File: src/rtl/cla_word_seq.sv
// Multi-word add/sub sequencer: one CLA_16bit time-shared over WORDS 16-bit slices, LSW first.
// Optional subtract support is enabled by defining CLA_SEQ_SUB_EN.

module CLA_16bit (
  input  logic [15:0] a,
  input  logic [15:0] b,
  input  logic        cin,
  output logic [15:0] sum,
  output logic        cout
);
  logic [15:0] g, p;
  logic [15:0] c;
  logic [3:0]  gg, gp;
  logic [4:0]  gc;

  always_comb begin
    g  = a & b;
    p  = a ^ b;
    gg = '0;
    gp = '0;
    gc = '0;
    c  = '0;
    for (int unsigned k = 0; k < 4; k++) begin
      gp[k] = &p[4*k +: 4];
      gg[k] = g[4*k+3] | (p[4*k+3] & g[4*k+2]) | (p[4*k+3] & p[4*k+2] & g[4*k+1])
            | (p[4*k+3] & p[4*k+2] & p[4*k+1] & g[4*k]);
    end
    gc[0] = cin;
    for (int unsigned k = 0; k < 4; k++) begin
      gc[k+1] = gg[k] | (gp[k] & gc[k]);
    end
    // Group carries come from lookahead; bit carries only ripple inside a 4-bit group.
    for (int unsigned i = 0; i < 16; i++) begin
      if ((i % 4) == 0) c[i] = gc[i/4];
      else              c[i] = g[i-1] | (p[i-1] & c[i-1]);
    end
    sum  = p ^ c;
    cout = gc[4];
  end
endmodule

module cla_word_seq #(
  parameter int WORDS = 4
) (
  input  logic                  clk,
  input  logic                  rst,
  input  logic                  in_valid,
  output logic                  in_ready,
  input  logic [16*WORDS-1:0]   op_a,
  input  logic [16*WORDS-1:0]   op_b,
  input  logic                  op_cin,
  input  logic                  op_sub,
  output logic                  out_valid,
  input  logic                  out_ready,
  output logic [16*WORDS-1:0]   sum,
  output logic                  cout,
  output logic                  ovf
);
  localparam int W  = 16 * WORDS;
  localparam int IW = (WORDS > 1) ? $clog2(WORDS) : 1;
  localparam logic [IW-1:0] LAST_IDX = IW'(WORDS - 1);

  localparam logic [1:0] S_IDLE = 2'd0;
  localparam logic [1:0] S_RUN  = 2'd1;
  localparam logic [1:0] S_DONE = 2'd2;

  logic [1:0]    state_q, state_d;
  logic [IW-1:0] idx_q, idx_d;
  logic          carry_q, carry_d;
  logic [W-1:0]  a_q, a_d, b_q, b_d, sum_q, sum_d;
  logic          sub_q, sub_d;
  logic          cout_q, cout_d, ovf_q, ovf_d;

  logic [15:0]   cla_a, cla_b, cla_sum;
  logic          cla_cout;
  logic          acc_sub;

`ifdef CLA_SEQ_SUB_EN
  assign acc_sub = op_sub;
`else
  logic unused_op_sub;
  assign unused_op_sub = op_sub;
  assign acc_sub       = 1'b0;
`endif

  assign cla_a = a_q[idx_q*16 +: 16];
  assign cla_b = b_q[idx_q*16 +: 16] ^ {16{sub_q}};

  CLA_16bit u_cla (cla_a, cla_b, carry_q, cla_sum, cla_cout);

  always_comb begin
    state_d = state_q;
    idx_d   = idx_q;
    carry_d = carry_q;
    a_d     = a_q;
    b_d     = b_q;
    sub_d   = sub_q;
    sum_d   = sum_q;
    cout_d  = cout_q;
    ovf_d   = ovf_q;
    case (state_q)
      S_IDLE: begin
        if (in_valid) begin
          a_d     = op_a;
          b_d     = op_b;
          sub_d   = acc_sub;
          carry_d = acc_sub ? 1'b1 : op_cin;
          idx_d   = '0;
          state_d = S_RUN;
        end
      end
      S_RUN: begin
        sum_d[idx_q*16 +: 16] = cla_sum;
        carry_d = cla_cout;
        if (idx_q == LAST_IDX) begin
          cout_d  = cla_cout;
          // Carry into the MSB recovered from the sum bit and its operands.
          ovf_d   = (cla_sum[15] ^ cla_a[15] ^ cla_b[15]) ^ cla_cout;
          state_d = S_DONE;
        end else begin
          idx_d = idx_q + 1'b1;
        end
      end
      S_DONE: begin
        if (out_ready) state_d = S_IDLE;
      end
      default: state_d = S_IDLE;
    endcase
  end

  always_ff @(posedge clk) begin
    if (rst) begin
      state_q <= S_IDLE;
      idx_q   <= '0;
      carry_q <= 1'b0;
      a_q     <= '0;
      b_q     <= '0;
      sub_q   <= 1'b0;
      sum_q   <= '0;
      cout_q  <= 1'b0;
      ovf_q   <= 1'b0;
    end else begin
      state_q <= state_d;
      idx_q   <= idx_d;
      carry_q <= carry_d;
      a_q     <= a_d;
      b_q     <= b_d;
      sub_q   <= sub_d;
      sum_q   <= sum_d;
      cout_q  <= cout_d;
      ovf_q   <= ovf_d;
    end
  end

  assign in_ready  = (state_q == S_IDLE) & ~rst;
  assign out_valid = (state_q == S_DONE);
  assign sum       = sum_q;
  assign cout      = cout_q;
  assign ovf       = ovf_q;
endmodule

File: config.mk
export PLATFORM = sky130hd
export DESIGN_NAME = cla_word_seq
export DESIGN_NICKNAME = d
export VERILOG_FILES = /design/src/rtl/cla_word_seq.sv
export SDC_FILE = /design/constraint.sdc
export NUM_CORES = 1
export LEC_CHECK = 0
export CAP_MARGIN = 30
export CORE_MARGIN = 2
export CORE_UTILIZATION = 55
export DETAILED_ROUTE_END_ITERATION = 8
export DONT_BUFFER_PORTS = 1
export PLACE_DENSITY_LB_ADDON = 0.2
export SYNTH_ARGS = -nofsm -noshare
export SYNTH_HDL_FRONTEND = slang
export SYNTH_HIERARCHICAL = 1
export SYNTH_SLANG_ARGS = --single-unit
File: constraint.sdc
create_clock -name clk -period 5.9 [get_ports clk]
set_clock_uncertainty 0.05 [all_clocks]
set_input_delay 0.59 -clock clk [delete_from_list [all_inputs] [get_ports clk]]
set_output_delay 0.59 -clock clk [all_outputs]
set_load 0.02 [all_outputs]
* Yosys cells after proc, flatten, opt, wreduce, memory -nomap -nowiden
Index checks and enable logic that the tools add are counted.
** Operators by class
- Add/sub/neg operators :: 2
- Equality and inequality tests :: 7
- Shift-type cells :: 4
- Muxes and demuxes :: 10
- Bitwise operators :: 72
- Reductions and logical operators :: 11
** Operators with widths (count)
- $shiftx A64 B7 Y16 :: 2
- $bwmux W64 :: 1
- $shift A16 B34 Y64 const A :: 1
- $shiftx A16 B34 Y64 :: 1
- $and A1 B1 Y1 :: 37
- $neg A6 Y34 :: 1
- $xor A16 B16 Y16 :: 2
- $or A1 B1 Y1 :: 28
- $and A16 B16 Y16 :: 1
- $reduce_and A4 Y1 :: 4
- $mux W2 :: 5
- $ne A2 B2 Y1 const B :: 3
- $pmux W2 S3 :: 1
- $reduce_and A2 Y1 :: 3
- $reduce_and A3 Y1 :: 2
- $eq A2 B2 Y1 const B :: 2
- $pmux W2 S2 :: 1
- $xor A1 B1 Y1 :: 3
- $add A2 B1 Y2 const B :: 1
- $eq A2 B1 Y1 const B :: 1
- $logic_not A2 Y1 :: 1
- $ne A2 B1 Y1 const B :: 1
- $pmux W1 S2 :: 1
- $reduce_bool A2 Y1 :: 1
- other kinds (2) :: 2
** Word-level totals
- Flip-flop bits (word level) :: 199

* Depth between registers and ports, before layout
Gate-level depths: netlist (run 1).
- Depth in word-level cells :: 21
- Gate-level depth with buffers :: 16
- Mapped depth without buffers :: 13

* By module
Netlist (run 1), hierarchy kept.
** Modules (own cells, without submodules)
- cla_word_seq :: instances 1, cells an instance 932, area each 7907.6 um^2, sequential area each 3983.8 um^2
- CLA_16bit :: instances 1, cells an instance 72, area each 693.2 um^2, sequential area each 0.0 um^2

* Worst setup path before layout (run 1)
No wires, ideal clock.
- Path type :: reg2reg
- Start :: reg idx_q[1]
- End :: reg ovf_q, in the netlist ovf
- Data arrival time :: 4307 ps
- Data required time :: 5771 ps
- Slack :: 1464 ps
- Stages on the path, launching flop included :: 17
- Path buffers :: 3
- Clock period less this slack :: 4436 ps
- Cell sequence :: dfxtp_1 -> buf_4 -> buf_2 -> buf_1 -> mux4_2 -> ha_1 -> a21oi_1 -> nor2_1 -> o31ai_2 -> nand3_2 -> fa_1 -> fa_1 -> fa_1 -> xor2_1 -> xor2_1 -> xnor3_1 -> a211oi_2
** Between the ends
- Elaborated cells on any way between the ends :: 60
- Classes of those cells :: eq/ne (1); shift (2); bitwise (52); reduce/logical (5)
** RTL lines
- from (decl) :: RTL line 68 : logic [IW-1:0] idx_q, idx_d;
- from (signal assigned) :: RTL line 144 : idx_q <= idx_d;
- $shiftx A64 B7 Y16 (*) :: RTL line 86 : assign cla_a = a_q[idx_q*16 +: 16];
- via cla_a[0] :: RTL line 74 : logic [15:0] cla_a, cla_b, cla_sum;
- $xor A16 B16 Y16 or $and A16 B16 Y16 (tied branches) :: RTL line 18, 17
- $reduce_and A4 Y1 or $and A1 B1 Y1 (tied branches) :: RTL line 24, 26
- $and A1 B1 Y1 or $or A1 B1 Y1 (tied branches) :: RTL line 30, 26
- $or A1 B1 Y1 (*) :: RTL line 30 : gc[k+1] = gg[k] | (gp[k] & gc[k]);
- $and A1 B1 Y1 (*) :: RTL line 30
- $or A1 B1 Y1 (*) :: RTL line 30
- (+3 left out)
- $or A1 B1 Y1 (*) :: RTL line 35 : else c[i] = g[i-1] | (p[i-1] & c[i-1]);
- $and A1 B1 Y1 (*) :: RTL line 35
- $or A1 B1 Y1 (*) :: RTL line 35
- $and A1 B1 Y1 (*) :: RTL line 35
- $or A1 B1 Y1 (*) :: RTL line 35
- $xor A16 B16 Y16 (*) :: RTL line 37 : sum = p ^ c;
- via cla_sum[15] :: RTL line 74
- $xor A1 B1 Y1 (*) (3 in a row) :: RTL line 118 : ovf_d = (cla_sum[15] ^ cla_a[15] ^ cla_b[15]) ^ cla_cout;
- to (signal assigned) :: RTL line 151 : ovf_q <= ovf_d;
- to (decl) :: RTL line 72 : logic cout_q, cout_d, ovf_q, ovf_d;
The timed path passes the listed nets; every way through them passes the cells marked *.
A chain may end at the register's enable or synchronous reset.

* Final worst setup path (run 1)
- Start :: reg idx_q[0]
- End :: reg ovf_q, in the netlist ovf
** Between the ends
- Longest elaborated chain between the ends :: 21
- Elaborated cells on any way between the ends :: 60
- Classes of those cells :: eq/ne (1); shift (2); bitwise (52); reduce/logical (5)
** RTL lines
- $shiftx A64 B7 Y16 (*) :: RTL line 87 : assign cla_b = b_q[idx_q*16 +: 16] ^ {16{sub_q}};
- via cla_b[2] :: RTL line 74
- $and A16 B16 Y16 or $xor A16 B16 Y16 (tied branches) :: RTL line 17, 18
- $and A1 B1 Y1 (on tied branches) :: RTL line 25, 26
- $or A1 B1 Y1, or another cell as far along :: RTL line 25 : gg[k] = g[4*k+3] | (p[4*k+3] & g[4*k+2]) | (p[4*k+3] & p[4*k+2] & g[4*k+1])
- $or A1 B1 Y1 or $and A1 B1 Y1 (tied branches) :: RTL line 25, 26
- $or A1 B1 Y1 :: RTL line 26 : | (p[4*k+3] & p[4*k+2] & p[4*k+1] & g[4*k]);
- $or A1 B1 Y1 (*) :: RTL line 30
- (+5 left out)
- $or A1 B1 Y1 (*) :: RTL line 35
- $and A1 B1 Y1 (*) :: RTL line 35
- $or A1 B1 Y1 (*) :: RTL line 35
- $and A1 B1 Y1 (*) :: RTL line 35
- $or A1 B1 Y1 (*) :: RTL line 35
- $xor A16 B16 Y16 (*) :: RTL line 37
- via cla_sum[15] :: RTL line 74
- $xor A1 B1 Y1 (*) (3 in a row) :: RTL line 118
Marks and branches as above.

==> summary.txt, run 1 <==
Timing
  – Slew Viols, Final: 0
  – FMAX: 0.209 GHz
  – Unrepaired setup endpoints after global routing: no
  – Setup-violating endpoint count in the final report: 0
  – Post-Route Setup TNS: 0 ns
  – Fin crit period: 4.79 ns
  – Hold Fails Final Rpt: 0
  – Slew Limit Headroom: 0.335
  – Worst slew pin tran: 0.993 ns
  – Fin crit share: 0.812

Routing
  – DRT Pass-1 Iters: 5
  – Number of routed nets with antenna violations: 0
  – DRC: 0
  – Average wire per standard cell: 18.0 um
  – Starting DRT DRC Count: 467
  – Post-Route WL: 21.1 mm
  – Via/cell ratio: 5.71
  – Via count: 6705

Layout
  – Fin nets: 1120
  – P&R area growth vs syn: 6.65%
  – Most frequent cells in the layout: 326 x nand2_1, 202 x a21oi_1, 197 x dfxtp_1
  – Multi-input logic area: 4240 um2
  – Commonest non-fill, non-tap cell in the layout: nand2_1
  – Share of post-route cells with drive strength above 1: 0.0871
  – Fill count: 1428
  – Diodes inserted: 0
  – Sequential Area: 3990 um2

Setup path
  – Setup CP Type: reg -> reg
  – CP Buf/Inv Count: 1
  – Crit. End Element: flip-flop
  – Data required time of the worst path: 6.19 ns
  – Slowest CP cell: dfxtp_2
  – Slowest cell delay on critical path: 0.61 ns
  – Flop2flop setup slack: 1.11 ns
  – Worst-path fanout max: 21
  – Largest delay share family, worst path: adder cells
  – Critical Path AT: 5.08 ns
  – R2r startpoint: idx_q[0]
  – CP most frequent cell: fa_1
  – R2R Path End: ovf
  – Startpoint Class: flip-flop
  – Cells along the critical path: buf_12 > mux4_2 > ha_1 > a21oi_1 > nor2b_1 > o31ai_2 > nand3_2 > fa_1 > fa_1 > fa_1 > xor2_1 > xor2_1 > xnor3_1 > a211oi_2
  – Setup crit start: idx_q[0]
  – R2r worst-path depth: 14

Clocking
  – Clock buffer count from CTS: 17
  – CTS clock-pin slew for the worst setup and hold paths: 0.07 ns
  – CTS Hold Buffers Added: 0
  – CTS sink cnt: 199
  – CTS resizes: 0
  – Postcts setup bufs: 0
  – H-tree depth: 4
  – CTS root buffer: clkbuf_16
  – CTS tree: done
  – Clk Latency, worst-skew pair: 0.42 ns
  – Clock buffer depth: 2

Global route
  – First-pass GRT wire length: 32.6 mm
  – Global Route Usage Sum: 0.256
  – Largest net degree at the start of global routing: 201
  – Vias in the first global route: 6282
  – Grt ovf: 0
  – Initial antenna violation count: 0

Worst hold path
  – Hold_sp: rst
  – Hold depth: 1
  – Hold/Removal Path Class: in -> reg
  – Hold path endpoint: a_q[44]

Logic synthesis
  – Register area share after synthesis: 0.463
  – Prevailing post-synth register cell: dfxtp_1
  – YS warnings: 6
  – Post-synthesis cell area: 8600 um2
  – Unique masters post-synth: 42
  – Post-synth ARST share: 0
  – Syn_nets: 1171
  – Syn avg cell area: 8.57 um2
  – Cells after synthesis: 1004
  – EDFF count, synth: 0
  – Seq cells post-synth: 199

Power and ir drop
  – VDD IR-drop max: 0.207 mV
  – Net switching power: 0.715 mW
  – Pint: 2.11 mW
  – PwrDens: 308 nW/um2
  – Sw Ratio: 0.253
  – Pwr Total: 2.82 mW
  – Static Leak: 3.30 nW
  – Clock power share: 0.380
  – Seq pwr share: 0.511
  – Gate power share: 0.109

Placed design
  – PortBufs: 0
  – Detail Placement HPWL: 14.9 mm
  – RePlAce Congestion: 0.841

Flow run
  – Number of max-cap violations: 0

Floorplan
  – CORE AREA: 15300 um2
  – Die width: 129 um
  – Full die area: 16700 um2
  – Num ports: 202
  – Cell row count: 45
  – Die H: 129 um
  – Initial Util: 0.564

Outcome
  – Outcome: complete, no violations
-- cell type report --
type                       count  area share
tap                          211      0.0288
sequential                   199       0.435
inverter                      17     0.00696
clock inverter                 7     0.00491
multi-input combinational    710       0.462
clock buffer                  23      0.0543
timing repair buffer           8     0.00832
-- synthesized netlist by cell type, types with 2 or more instances --
library cell	n	area [um2]
nor2b_1	3	18.8
nand3b_1	4	30.0
clkbuf_1	47	176
nor3_1	4	20.0
and3b_1	4	35.0
buf_1	3	11.3
xor2_1	3	26.3
ha_1	21	263
dfxtp_1	199	3980
nand3_1	67	335
a21oi_1	202	1010
fa_1	12	240
nand2b_1	3	18.8
nand2_1	326	1220
or3b_2	3	26.3
mux4_2	32	721
nor2_1	4	15.0
buf_2	26	130
inv_1	17	63.8
xnor2_1	2	17.5
-- per-stage QoR --
stage	worst slack, ns	instance area, um2	std cells	utilization	hold slack (ns)
after floorplan	1.46	8600	1004	-	0.383
after global routing	0.865	9170	1175	0.601	0.165
after global placement	0.858	8600	1143	0.564	0.384
final	1.11	9170	1175	0.601	0.191
after detailed placement	1.12	8620	1144	0.565	0.390
after CTS	1.12	9160	1174	0.600	0.170
-- cells by family (layout without fill, tap and decap cells) --
family | Yosys count | in the layout | synth area share
AND/OR/NAND/NOR | 428 | 428 | 0.213
AO/OA/AOI/OAI | 210 | 210 | 0.126
flip-flops | 199 | 199 | 0.463
buffers and inverters | 95 | 55 | 0.0466
adder cells (fa/ha/maj) | 33 | 33 | 0.0585
multiplexers | 33 | 33 | 0.0850
XOR/XNOR | 6 | 6 | 0.00771
-- power by group through the flow --
stage	logic (mW)	registers [mW]	clock network [mW]
after floorplan	0.250	1.46	0
after global placement	0.290	1.48	0
after detailed placement	0.304	1.48	0
after CTS	0.304	1.44	1.09
after global routing	0.338	1.45	1.15
final	0.308	1.44	1.07
-- state kept, by name (all words and copies together), names as in the netlist --
register,cells
a_q,64
b_q,64
sum,64
idx_q,2
state_q,2
carry_q,1
cout,1
ovf,1
-- layer usage --
metal  GRT usage  vias up  routed length [um]
met3      0.0718       31                1750
met2       0.408      240               10100
met1       0.338     3153                8900
li1            -     3281                   -
met4      0.0850        0                 405
met5           0        -                   0
-- how the worst max path moves through the flow --
stage | end | cells after the start | slack, ns
floorplan | ovf | 16 | 1.46
global placement | ovf | 14 | 0.86
detailed placement | ovf | 14 | 1.12
CTS | ovf | 14 | 1.12
global route | ovf | 14 | 0.86
finish | ovf | 14 | 1.11
(Power assumes the default switching activity.)
==> run 2: changes to the inputs <==
==> constraint.sdc (replaced) <==
create_clock -name clk -period 5 [get_ports clk]
set_clock_uncertainty 0.05 [all_clocks]
set_input_delay 0.5 -clock clk [delete_from_list [all_inputs] [get_ports clk]]
set_output_delay 0.5 -clock clk [all_outputs]
set_load 0.02 [all_outputs]
==> run 2 against run 1 <==
Against the previous run:
- maximum frequency is 5.1% higher
- combinational power is 19% higher
- sequential share of layout area is 1.0 points lower
==> summary.txt, run 2 (synthesized netlist as in run 1, its figures left out) <==
Global route
  – Grt ovf: 0
  – First-pass GRT wire length: 32.5 mm
  – Global Route Usage Sum: 0.257
  – Largest net degree at the start of global routing: 201
  – Initial antenna violation count: 0
  – Vias in the first global route: 6072

Placed design
  – RePlAce Congestion: 0.854
  – PortBufs: 0
  – Detail Placement HPWL: 14.5 mm
  – Pre-CTS setup slack: 0.329 ns

Routing
  – Via/cell ratio: 5.58
  – Post-Route WL: 20.9 mm
  – DRT Pass-1 Iters: 5
  – DRC: 0
  – Average wire per standard cell: 17.7 um
  – Number of routed nets with antenna violations: 0
  – Starting DRT DRC Count: 586
  – Via count: 6579

Floorplan
  – Initial Util: 0.564
  – Cell row count: 45
  – Die H: 129 um
  – Num ports: 202
  – CORE AREA: 15300 um2
  – Die width: 129 um
  – Full die area: 16700 um2

Setup path
  – Setup CP Type: reg -> reg
  – Worst-path fanout max: 14
  – Crit. End Element: flip-flop
  – Critical Path AT: 4.87 ns
  – Data required time of the worst path: 5.31 ns
  – R2r worst-path depth: 14
  – Startpoint Class: flip-flop

Layout
  – Post-layout util: 0.616
  – Fill count: 1384
  – Diodes inserted: 0
  – P&R area growth vs syn: 9.28%
  – Fin nets: 1122
  – Commonest non-fill, non-tap cell in the layout: nand2_1
  – Most frequent cells in the layout: 326 x nand2_1, 202 x a21oi_1, 197 x dfxtp_1
  – Share of post-route cells with drive strength above 1: 0.0919

Power and ir drop
  – Static Leak: 3.39 nW
  – VDD IR-drop max: 0.263 mV
  – PwrDens: 394 nW/um2

Timing
  – Post-Route Setup TNS: 0 ns
  – Fin crit share: 0.912
  – Fin crit period: 4.56 ns
  – Unrepaired setup endpoints after global routing: no
  – FMAX: 0.219 GHz
  – Worst slew pin tran: 0.959 ns
  – Slew Viols, Final: 0
  – Slew Limit Headroom: 0.358
  – Setup-violating endpoint count in the final report: 0
  – Hold Fails Final Rpt: 0
  – Setup ws final: 0.439 ns

Worst hold path
  – Hold/Removal Path Class: in -> reg
  – Hold depth: 1

Flow run
  – Number of max-cap violations: 0

Clocking
  – CTS clock-pin slew for the worst setup and hold paths: 0.07 ns
  – CTS root buffer: clkbuf_16
  – CTS tree: done
  – Clock buffer count from CTS: 17
  – Postcts setup bufs: 0
  – Clock buffer depth: 2
  – Clk Latency, worst-skew pair: 0.44 ns
  – H-tree depth: 4
  – CTS sink cnt: 199

Outcome
  – Outcome: complete, no violations
==> run 2: worst paths after layout <==
kind              to  startpoint  slack, ns
min reg2reg  a_q[44]     a_q[44]       0.40
max reg2reg      ovf    idx_q[0]       0.44
min          a_q[28]         rst       0.08
max              ovf    idx_q[0]       0.44
==> run 2: final cells by class <==
class,count,area [um2],area share
inverter,17,63.8,0.00679
clock inverter,14,268,0.0285
multi-input combinational,710,4240,0.451
sequential,199,3990,0.424
clock buffer,18,439,0.0467
timing repair buffer,10,136,0.0145
tap,211,264,0.0281
==> run 2: report_power, final <==
group          switching [mW]  internal [mW]  total (mW)  leakage, nW
combinational           0.224          0.143       0.367         1.43
clock                   0.621           1.01        1.63        0.339
sequential             0.0519           1.65        1.70         1.62
==> run 2: metrics by stage <==
stage                     total power, mW  cell area [um2]  instances  hold WS, ns
final                                3.70             9400       1179       0.0844
after global routing                 3.84             9400       1179       0.0686
after CTS                            3.71             9390       1178       0.0682
after detailed placement             2.10             8680       1146        0.390
after global placement               2.09             8650       1145        0.385
after floorplan                      2.01             8600       1004        0.383
==> run 2: layer usage <==
metal  GRT usage  part of all wire
met5           0                 0
met4      0.0646             0.014
met3      0.0731             0.076
met2       0.414              0.48
met1       0.344              0.43
==> run 2: worst max-delay path, cell delays in order, from the launching register on <==
cell and delay (ns):
dfxtp_4 0.53, buf_12 0.21, mux4_2 0.58, ha_1 0.33
a21oi_1 0.14, nor2_1 0.05, a211oi_1 0.22, nand3_2 0.14
fa_1 0.39, fa_1 0.38, fa_1 0.39, xor2_1 0.41
xor2_1 0.20, xnor3_1 0.24, a211oi_2 0.21
==> run 2: repair_timing <==
action                     4_1_cts  5_1_grt
setup endpoints to repair        0        1
hold buffers                     0        0
gates resized for setup          0        1
==> run 3: changes to the inputs <==
--- a/config.mk
+++ b/config.mk
@@ -5,12 +5,13 @@
 export SDC_FILE = /design/constraint.sdc
 export NUM_CORES = 1
 export LEC_CHECK = 0
-export CAP_MARGIN = 30
+export CAP_MARGIN = 20
 export CORE_MARGIN = 2
 export CORE_UTILIZATION = 55
 export DETAILED_ROUTE_END_ITERATION = 8
 export DONT_BUFFER_PORTS = 1
 export PLACE_DENSITY_LB_ADDON = 0.2
+export REMOVE_ABC_BUFFERS = 1
 export SYNTH_ARGS = -nofsm -noshare
 export SYNTH_HDL_FRONTEND = slang
 export SYNTH_HIERARCHICAL = 1
==> constraint.sdc (replaced) <==
create_clock -name clk -period 5 [get_ports clk]
set_clock_uncertainty 0.05 [all_clocks]
set_input_delay 0.5 -clock clk [delete_from_list [all_inputs] [get_ports clk]]
set_output_delay 0.5 -clock clk [all_outputs]
set_load 0.05 [all_outputs]
==> run 3 against run 2 <==
Against the previous run:
- final cell count barely moved
- routed wire length is 5.4% lower
- sequential cell count is the same
- count of clock-buffer cells in the layout up 1
- final area down 1.2%
- critical endpoint unchanged
- core utilization decreased by 0.74 points
- sequential share of layout area rose by 0.49 points
==> summary.txt, run 3 (synthesized netlist as in run 1, its figures left out) <==
Placed design
  – Detail Placement HPWL: 13.0 mm
  – Pre-CTS setup slack: 0.447 ns
  – RePlAce Congestion: 0.784
  – Dpl cell area: 8630 um2
  – PortBufs: 0
  – Cell count after placement: 1146

Floorplan
  – Full die area: 16700 um2
  – Die width: 129 um
  – CORE AREA: 15300 um2
  – Cell row count: 45
  – Initial Util: 0.564
  – Num ports: 202
  – Die H: 129 um

Routing
  – DRT Pass-1 Iters: 5
  – Starting DRT DRC Count: 472
  – Average wire per standard cell: 16.8 um
  – Post-Route WL: 19.8 mm
  – Via count: 6571
  – Via/cell ratio: 5.57
  – DRC: 0
  – Number of routed nets with antenna violations: 0

Clocking
  – Clk Latency, worst-skew pair: 0.43 ns
  – CTS Hold Buffers Added: 0
  – CTS sink cnt: 199
  – CTS tree: done
  – CTS resizes: 0
  – Postcts setup bufs: 0
  – H-tree depth: 4
  – Clock buffer count from CTS: 17
  – Clock buffer depth: 2
  – CTS root buffer: clkbuf_16
  – CTS clock-pin slew for the worst setup and hold paths: 0.07 ns

Timing
  – FMAX: 0.222 GHz
  – Hold Fails Final Rpt: 0
  – Setup-violating endpoint count in the final report: 0
  – Unrepaired setup endpoints after global routing: no
  – Setup ws final: 0.487 ns
  – Fin crit share: 0.903
  – Slew Limit Headroom: 0.271
  – Fin crit period: 4.51 ns
  – Worst slew pin tran: 1.09 ns
  – Slew Viols, Final: 0
  – Post-Route Setup TNS: 0 ns

Setup path
  – Flop2flop setup slack: 0.49 ns
  – Setup CP Type: reg -> reg
  – Data required time of the worst path: 5.31 ns
  – Worst-path fanout max: 15
  – Crit. End Element: flip-flop
  – Startpoint Class: flip-flop
  – Critical Path AT: 4.82 ns

Worst hold path
  – Hold/Removal Path Class: in -> reg

Layout
  – Post-Layout Cell Count: 1180
  – Most frequent cells in the layout: 326 x nand2_1, 202 x a21oi_1, 197 x dfxtp_1
  – Post-layout util: 0.609
  – P&R area growth vs syn: 7.97%
  – Commonest non-fill, non-tap cell in the layout: nand2_1
  – Fin nets: 1123
  – Diodes inserted: 0
  – Share of post-route cells with drive strength above 1: 0.0918
  – Final Instance Area: 9290 um2
  – Fill count: 1357

Global route
  – M1 GR Usage: 0.326
  – Met3 Use GR: 0.0628
  – Grt ovf: 0
  – Most Crowded Layer GR: met2
  – Global Route Usage Sum: 0.237
  – Vias in the first global route: 6087
  – Largest net degree at the start of global routing: 201
  – First-pass GRT wire length: 30.9 mm
  – Initial antenna violation count: 0
  – Grt met2 use: 0.373

Flow run
  – Number of max-cap violations: 0

Power and ir drop
  – Pint: 2.59 mW
  – Sw Ratio: 0.252
  – Clock power share: 0.402
  – Net switching power: 0.872 mW
  – Seq pwr share: 0.495
  – PwrDens: 373 nW/um2
  – Gate power share: 0.103
  – Static Leak: 3.35 nW
  – VDD IR-drop max: 0.252 mV

Outcome
  – Outcome: complete, no violations
-- run 3: cell count changes in the layout (fill, tap and decap cells not counted), moves of 2 or more --
cell / previous run / this run
inv_6: 3 / 0
buf_12: 3 / 1
clkinvlp_4: 2 / 0
clkinv_4: 0 / 4
bufinv_16: 7 / 3
buf_4: 5 / 8
clkinv_2: 1 / 6
-- run 3: layout make-up --
class | instances | area [um2] | share of cell area
Clock inverter | 13 | 155 | 0.0167
Multi-Input combinational cell | 710 | 4240 | 0.456
Clock buffer | 19 | 443 | 0.0477
Inverter | 17 | 63.8 | 0.00687
Timing Repair Buffer | 11 | 135 | 0.0146
Sequential cell | 199 | 3990 | 0.429
Tap cell | 211 | 264 | 0.0284
-- run 3: power groups by stage --
stage          Sequential, mW  Clock (mW)  Combinational [mW]
2_1_floorplan            1.75           0               0.260
3_3_place_gp             1.75           0               0.343
3_5_place_dp             1.75           0               0.348
4_1_cts                  1.72        1.41               0.350
5_1_grt                  1.73        1.47               0.395
6_report                 1.72        1.39               0.355
-- run 3: worst max-delay path, cell delays in order, from the launching register on --
cell	delay, ns
dfxtp_2	0.60
buf_12	0.23
mux4_2	0.55
ha_1	0.33
a21oi_1	0.15
nor2b_1	0.08
o31ai_2	0.23
nand3_2	0.16
fa_1	0.41
fa_1	0.39
fa_1	0.40
xor2_1	0.22
xor2_1	0.18
xnor3_1	0.24
a211oi_2	0.21
-- run 3: per-layer routing --
| metal | share of wire | wire [um] | up-vias |
|---|---|---|---|
| met2 | 0.47 | 9350 | 196 |
| met5 | 0 | 0 | - |
| li1 | - | - | 3283 |
| met3 | 0.068 | 1350 | 13 |
| met1 | 0.45 | 8930 | 3079 |
| met4 | 0.0081 | 160 | 0 |
-- run 3: worst paths after layout --
| check | depth (start not counted) | to | from |
|---|---|---|---|
| min reg2reg | 2 | b_q[38] | b_q[38] |
| min | 1 | b_q[39] | rst |
| max | 14 | ovf | idx_q[0] |
| max reg2reg | 14 | ovf | idx_q[0] |
-- run 3: metrics by stage --
stage | power [mW] | hold slack [ns]
2_1_floorplan | 2.01 | 0.377
3_3_place_gp | 2.09 | 0.384
3_5_place_dp | 2.10 | 0.389
4_1_cts | 3.48 | 0.0806
5_1_grt | 3.59 | 0.0793
6_report | 3.46 | 0.0942
